--- src/rtl/nwc_event_ctrl.sv ---
// NES-EVENT (mapper 105) core: serial loader, PRG lock FSM, banking, event timer.
// Optional: define NWC_CONSEC_WR_FILTER_EN to drop back-to-back CPU writes.
module nwc_event_ctrl #(
  parameter int TIMER_W = 30,
  parameter int DIP_W   = 4
) (
  input  logic               clk,
  input  logic               rst_n,
  input  logic               cpu_cyc,
  input  logic               cpu_wr,
  input  logic [1:0]         cpu_a14_13,
  input  logic               cpu_a14,
  input  logic [7:0]         cpu_d,
  input  logic [DIP_W-1:0]   dip,
  output logic [3:0]         prg_bank,
  output logic [1:0]         mir,
  output logic               wram_en,
  output logic               irq,
  output logic [TIMER_W-1:0] timer_q
);

  typedef enum logic [1:0] {
    LOCK0,
    LOCK1,
    RUN
  } state_e;

  state_e state_q, state_d;
  logic [4:0] sr_q, sr_d;
  logic [4:0] ctrl_q, ctrl_d;
  logic [4:0] r1_q, r1_d;
  logic [4:0] r3_q, r3_d;
  logic [TIMER_W-1:0] cnt_q, cnt_d;
  logic [TIMER_W-1:0] target;
  logic irq_q, irq_d;
  logic wr_ok;
  logic commit;
  logic [4:0] val;
  logic [2:0] b;

`ifdef NWC_CONSEC_WR_FILTER_EN
  logic acc_q, acc_d;

  assign wr_ok = cpu_wr & acc_q;

  // A write closes the window; any M2 cycle reopens it.
  always_comb begin
    acc_d = acc_q;
    if (wr_ok) acc_d = 1'b0;
    if (cpu_cyc) acc_d = 1'b1;
  end

  always_ff @(posedge clk or negedge rst_n) begin
    if (!rst_n) acc_q <= 1'b1;
    else        acc_q <= acc_d;
  end
`else
  assign wr_ok = cpu_wr;
`endif

  assign val = {cpu_d[0], sr_q[4:1]};

  always_comb begin
    sr_d    = sr_q;
    ctrl_d  = ctrl_q;
    r1_d    = r1_q;
    r3_d    = r3_q;
    state_d = state_q;
    commit  = 1'b0;
    if (wr_ok) begin
      if (cpu_d[7]) begin
        sr_d        = 5'b10000;
        ctrl_d[3:2] = 2'b11;
      end else if (sr_q[0]) begin
        sr_d   = 5'b10000;
        commit = 1'b1;
      end else begin
        sr_d = val;
      end
    end
    if (commit) begin
      unique case (cpu_a14_13)
        2'd0:    ctrl_d = val;
        2'd1:    r1_d   = val;
        2'd3:    r3_d   = val;
        default: ;
      endcase
    end
    if (commit && cpu_a14_13 == 2'd1) begin
      unique case (state_q)
        LOCK0:   if (!val[4]) state_d = LOCK1;
        LOCK1:   if (val[4])  state_d = RUN;
        default: ;
      endcase
    end
  end

  always_comb begin
    target = '0;
    target[TIMER_W-1] = 1'b1;
    target[TIMER_W-2 -: DIP_W] = dip;
  end

  // r1_d gives a same-clk commit of I priority over the increment.
  always_comb begin
    cnt_d = cnt_q;
    irq_d = irq_q;
    if (state_q != RUN || r1_d[4]) begin
      cnt_d = '0;
      irq_d = 1'b0;
    end else begin
      if (cnt_q == target) irq_d = 1'b1;
      if (cpu_cyc && cnt_q != target) cnt_d = cnt_q + TIMER_W'(1);
    end
  end

  always_comb begin
    b = {r3_q[2:1], cpu_a14};
    unique case (1'b1)
      (ctrl_q[3:2] == 2'd2): b = cpu_a14 ? r3_q[2:0] : 3'd0;
      (ctrl_q[3:2] == 2'd3): b = cpu_a14 ? 3'd7 : r3_q[2:0];
      default:               b = {r3_q[2:1], cpu_a14};
    endcase
    if (state_q != RUN)  prg_bank = {3'b000, cpu_a14};
    else if (!r1_q[3])   prg_bank = {1'b0, r1_q[2:1], cpu_a14};
    else                 prg_bank = {1'b1, b};
  end

  always_ff @(posedge clk or negedge rst_n) begin
    if (!rst_n) begin
      sr_q    <= 5'b10000;
      ctrl_q  <= 5'b01100;
      r1_q    <= 5'b10000;
      r3_q    <= 5'b00000;
      state_q <= LOCK0;
      cnt_q   <= '0;
      irq_q   <= 1'b0;
    end else begin
      sr_q    <= sr_d;
      ctrl_q  <= ctrl_d;
      r1_q    <= r1_d;
      r3_q    <= r3_d;
      state_q <= state_d;
      cnt_q   <= cnt_d;
      irq_q   <= irq_d;
    end
  end

  assign mir     = ctrl_q[1:0];
  assign wram_en = ~r3_q[4];
  assign irq     = irq_q;
  assign timer_q = cnt_q;

  logic unused_w;
  assign unused_w = ^{cpu_d[6:1], ctrl_q[4], r1_q[0], r3_q[3]};

endmodule
--- config.mk ---
export PLATFORM = sky130hd
export DESIGN_NAME = nwc_event_ctrl
export DESIGN_NICKNAME = d
export VERILOG_FILES = /design/src/rtl/nwc_event_ctrl.sv
export SDC_FILE = /design/constraint.sdc
export NUM_CORES = 1
export LEC_CHECK = 0
export CAP_MARGIN = 25
export CORE_ASPECT_RATIO = 0.75
export CORE_MARGIN = 1
export CORE_UTILIZATION = 47
export CTS_BUF_LIST = sky130_fd_sc_hd__clkbuf_4 sky130_fd_sc_hd__clkbuf_8
export DETAILED_ROUTE_END_ITERATION = 16
export MAX_ROUTING_LAYER = met4
export PLACE_DENSITY = 0.78
export RECOVER_POWER = 25
export SYNTH_ARGS = -nofsm -noshare
export SYNTH_HDL_FRONTEND = slang
export SYNTH_SLANG_ARGS = --single-unit
--- constraint.sdc ---
create_clock -name clk -period 1.7 [get_ports clk]
set_input_delay 0.17 -clock clk [delete_from_list [all_inputs] [get_ports clk]]
set_output_delay 0.17 -clock clk [all_outputs]
set_load 0.1 [all_outputs]
==> results by group <==
Yosys
  – Synthesis warning total: 0
  – Mapped Cells: 262
  – Multiplexer area fraction after synthesis: 3.62%
  – Syn Nets: 283
  – Synth area leaders: dfrtp_1, nor2_1, xor2_1
  – Largest family of logic cells by synthesized area: simple AND/OR/NAND/NOR gates
  – Compound-cell area share of the yosys netlist: 6.71%
  – Flops & latches, synth: 50
  – Simple-Gate Fraction of Synth Area: between 20% and 30%
  – Top cells by count, synth: dfrtp_1, nor2_1, nand2_1, xor2_1
  – Post-synth EDFFs: 0
  – Post-synth top area share: a little under half
  – Dominant cell type by area after synthesis: dfrtp_1
  – Adder-Cell Fraction of Synth Area: 0.979%
  – Synth Area in XOR/XNOR: 10.3%
  – Yosys cell types: 41
  – Syn Area/Cell: 9.75 um^2
  – Most frequent cell after synthesis: dfrtp_1
  – Ys flop type: dfrtp_1
  – Cell area after synthesis: ~0.0026 mm^2
  – Async S/R FF share, synth: 100%
  – Register area share after synthesis: 49.2%

Floorplan
  – Die height: 65.9 um
  – Rows: 22
  – Die area: 0.00574 mm^2
  – Initial core utilization: 50.4%
  – Chip Width: 87.1 um
  – Core area: 0.00506 mm^2
  – # IOs: 57

Finish
  – Final net count: 406
  – N_diodes: 0
  – Area Growth Syn to Fin: 75.9%
  – FILL cells: ~200
  – Layout cells sized above 1: between 50% and 60%

Critical path
  – Worst setup path startpoint: timer_q[0]
  – Worst path top cell family by delay: simple AND/OR/NAND/NOR gates
  – R2r setup slk: -0.28 ns
  – Crit-path max FO: 5
  – Cell breakdown of the critical path: inv_4 -> ha_4 -> nor4b_4 -> nand4_1 -> buf_4 -> nor3_4 -> o21ai_1 -> a21oi_1
  – CP Launch Type: flip-flop
  – CP max stage delay: slightly above 0.5 ns
  – CP max-delay cell: dfrtp_4
  – Req. time, crit path: 1.92 ns
  – Worst r2r src: timer_q[0]
  – Type of the worst setup path: flip-flop to flip-flop
  – Worst setup EP type: flip-flop
  – Crit path buffers/inverters: 2
  – Worst path arrival time: 2.20 ns

Placement
  – PortBufs: 50
  – Final Wtd Congestion: between 0.8 and 0.9
  – Hpwl dp: 5490 um
  – Pre-CTS setup slack: -0.313 ns

CTS
  – CTS root buf: clkbuf_8
  – CTS tree: done
  – Clk_lat worst skew: 0.32 ns
  – Max Root-Sink Buffers: 2
  – Clock buffer count from CTS: 5
  – Worst-path clk slew: around 0.10 ns
  – H-tree Lvls: 2
  – CTS sink count: 50

Pwr
  – Total Power: ~2400 uW
  – Pleak: 0.00183 uW
  – Max VDD drop: 0.000656 V
  – Pwr Density: 541 mW/mm^2

Timing
  – Max Clock Freq: ~510 MHz
  – RSZ-0062 raised after global routing: yes
  – Final setup fails: 24
  – Hold Fails Final Rpt: 0
  – Minimum clock period: 1.98 ns
  – Slew @ Worst Pin: ~0.66 ns
  – Final worst slack: -0.278 ns
  – Worst clock skew: 0.00900 ns
  – Final worst-path cycle share: 116%
  – Slew HR: 55.8%
  – Slew Limit Fails: 0

Detailed routing
  – DR vias/cell: just over 6
  – DRC errors left: 0
  – First-pass detailed-route iteration total: 5
  – Detail Route Antenna Nets: 0
  – 1st-iter DRT viols: 372
  – Wire per inst: 22.3 um
  – DR vias: 2830
  – Final WL: a little over 10000 um

GRT
  – First-pass GRT wire length: 13900 um
  – Initial antenna violation count: 0
  – GRT Overall Usage: 33.7%
  – Overflow after GRT: 0
  – Largest net degree at the start of global routing: 31
  – Vias in the first global route: 2691

Hold path
  – Hold Crit Class: input pin to asynchronous set/reset pin

Outcome
  – Outcome: complete, but fails checks
  – Failing checks: setup timing

Job
  – Maxcap violations: 0
layer usage:
metal	up-vias	share of wire, %	wire length [um]	global-route usage (%)
met4	0	4.4	449	11.7
met5	-	0	0	-
met1	1382	38	3880	42.8
met3	63	9.4	962	5.74
met2	228	48	4910	55.2
li1	1157	-	-	-
repair_timing:
action	CTS	global route
setup endpoints to repair	21	34
setup buffers	13	8
endpoints found under the hold margin	20	0
gates resized for setup	30	28
gates cloned	0	2
pin swaps	14	13
hold buffers	1	0
flip-flops by register name, indices dropped and copies added, names as in the netlist:
| name | cells |
|---|---|
| state_q | 2 |
| r1_q | 4 |
| r3_q | 4 |
| irq | 1 |
| ctrl_q | 4 |
| sr_q | 5 |
| timer_q | 30 |
stage by stage:
stage / util [%] / TNS (ns) / instances / hold slack [ns] / instance area (um^2)
floorplan: - / -2.37 / 262 / -0.126 / 2720
global placement: 78.4 / -6.42 / 426 / 0.180 / 3970
detailed placement: 78.4 / -8.04 / 426 / 0.195 / 3970
CTS: 85.5 / -0.343 / 448 / 0.399 / 4330
global route: 88.7 / -5.47 / 458 / 0.446 / 4490
finish: 88.7 / -2.40 / 458 / 0.420 / 4490
path summary, 6_finish.rpt:
path,cells after the start,end
worst max-delay path,8,timer_q[21]
worst min-delay path,2,r3_q[4]
worst max register to register,8,timer_q[21]
worst min register to register,1,ctrl_q[0]
min in group clk,1,ctrl_q[0]
max in group asynchronous,3,timer_q[18]
final cells by class:
class | count | area (um^2) | area share [%]
sequential | 50 | 1340 | 29.9
multi-input combinational | 198 | 1500 | 33.5
timing repair buffer | 122 | 1410 | 31.4
tap | 72 | 90.1 | 2.01
clock buffer | 5 | 68.8 | 1.53
clock inverter | 3 | 45.0 | 1.00
inverter | 8 | 32.5 | 0.724
kinds of logic (layout without fill, tap and decap cells):
kind of cell | count (synthesis) | after routing
AND/OR/NAND/NOR | 125 | 127
flip-flops | 50 | 50
multiplexers | 8 | 8
buffers and inverters | 16 | 138
adder cells (fa/ha/maj) | 2 | 2
AO/OA/AOI/OAI | 31 | 31
XOR/XNOR | 30 | 30
power by group:
group | total (uW) | switching (uW) | internal [uW]
sequential | 1250 | 27.0 | 1220
clock | 906 | 466 | 439
combinational | 276 | 172 | 104
total | 2430 | 666 | 1760
placed cells by master (no fill, tap or decap), types with 4 or more instances in the layout:
cell type        count
and3_1               4
a21oi_2              9
clkdlybuf4s50_1     10
nand4_1             13
dfrtp_2             10
a21oi_1              4
dfrtp_1             16
mux2_2               6
dfrtp_4             20
nand3_1              9
o21ai_0             11
nor3_2               5
buf_12              35
nor2_4               5
clkbuf_8             5
xor2_1              18
buf_6                9
nand2_1             16
dfstp_2              4
xnor2_1             11
inv_1                5
buf_4               63
nor2_1              37
(Power assumes the default switching activity.)
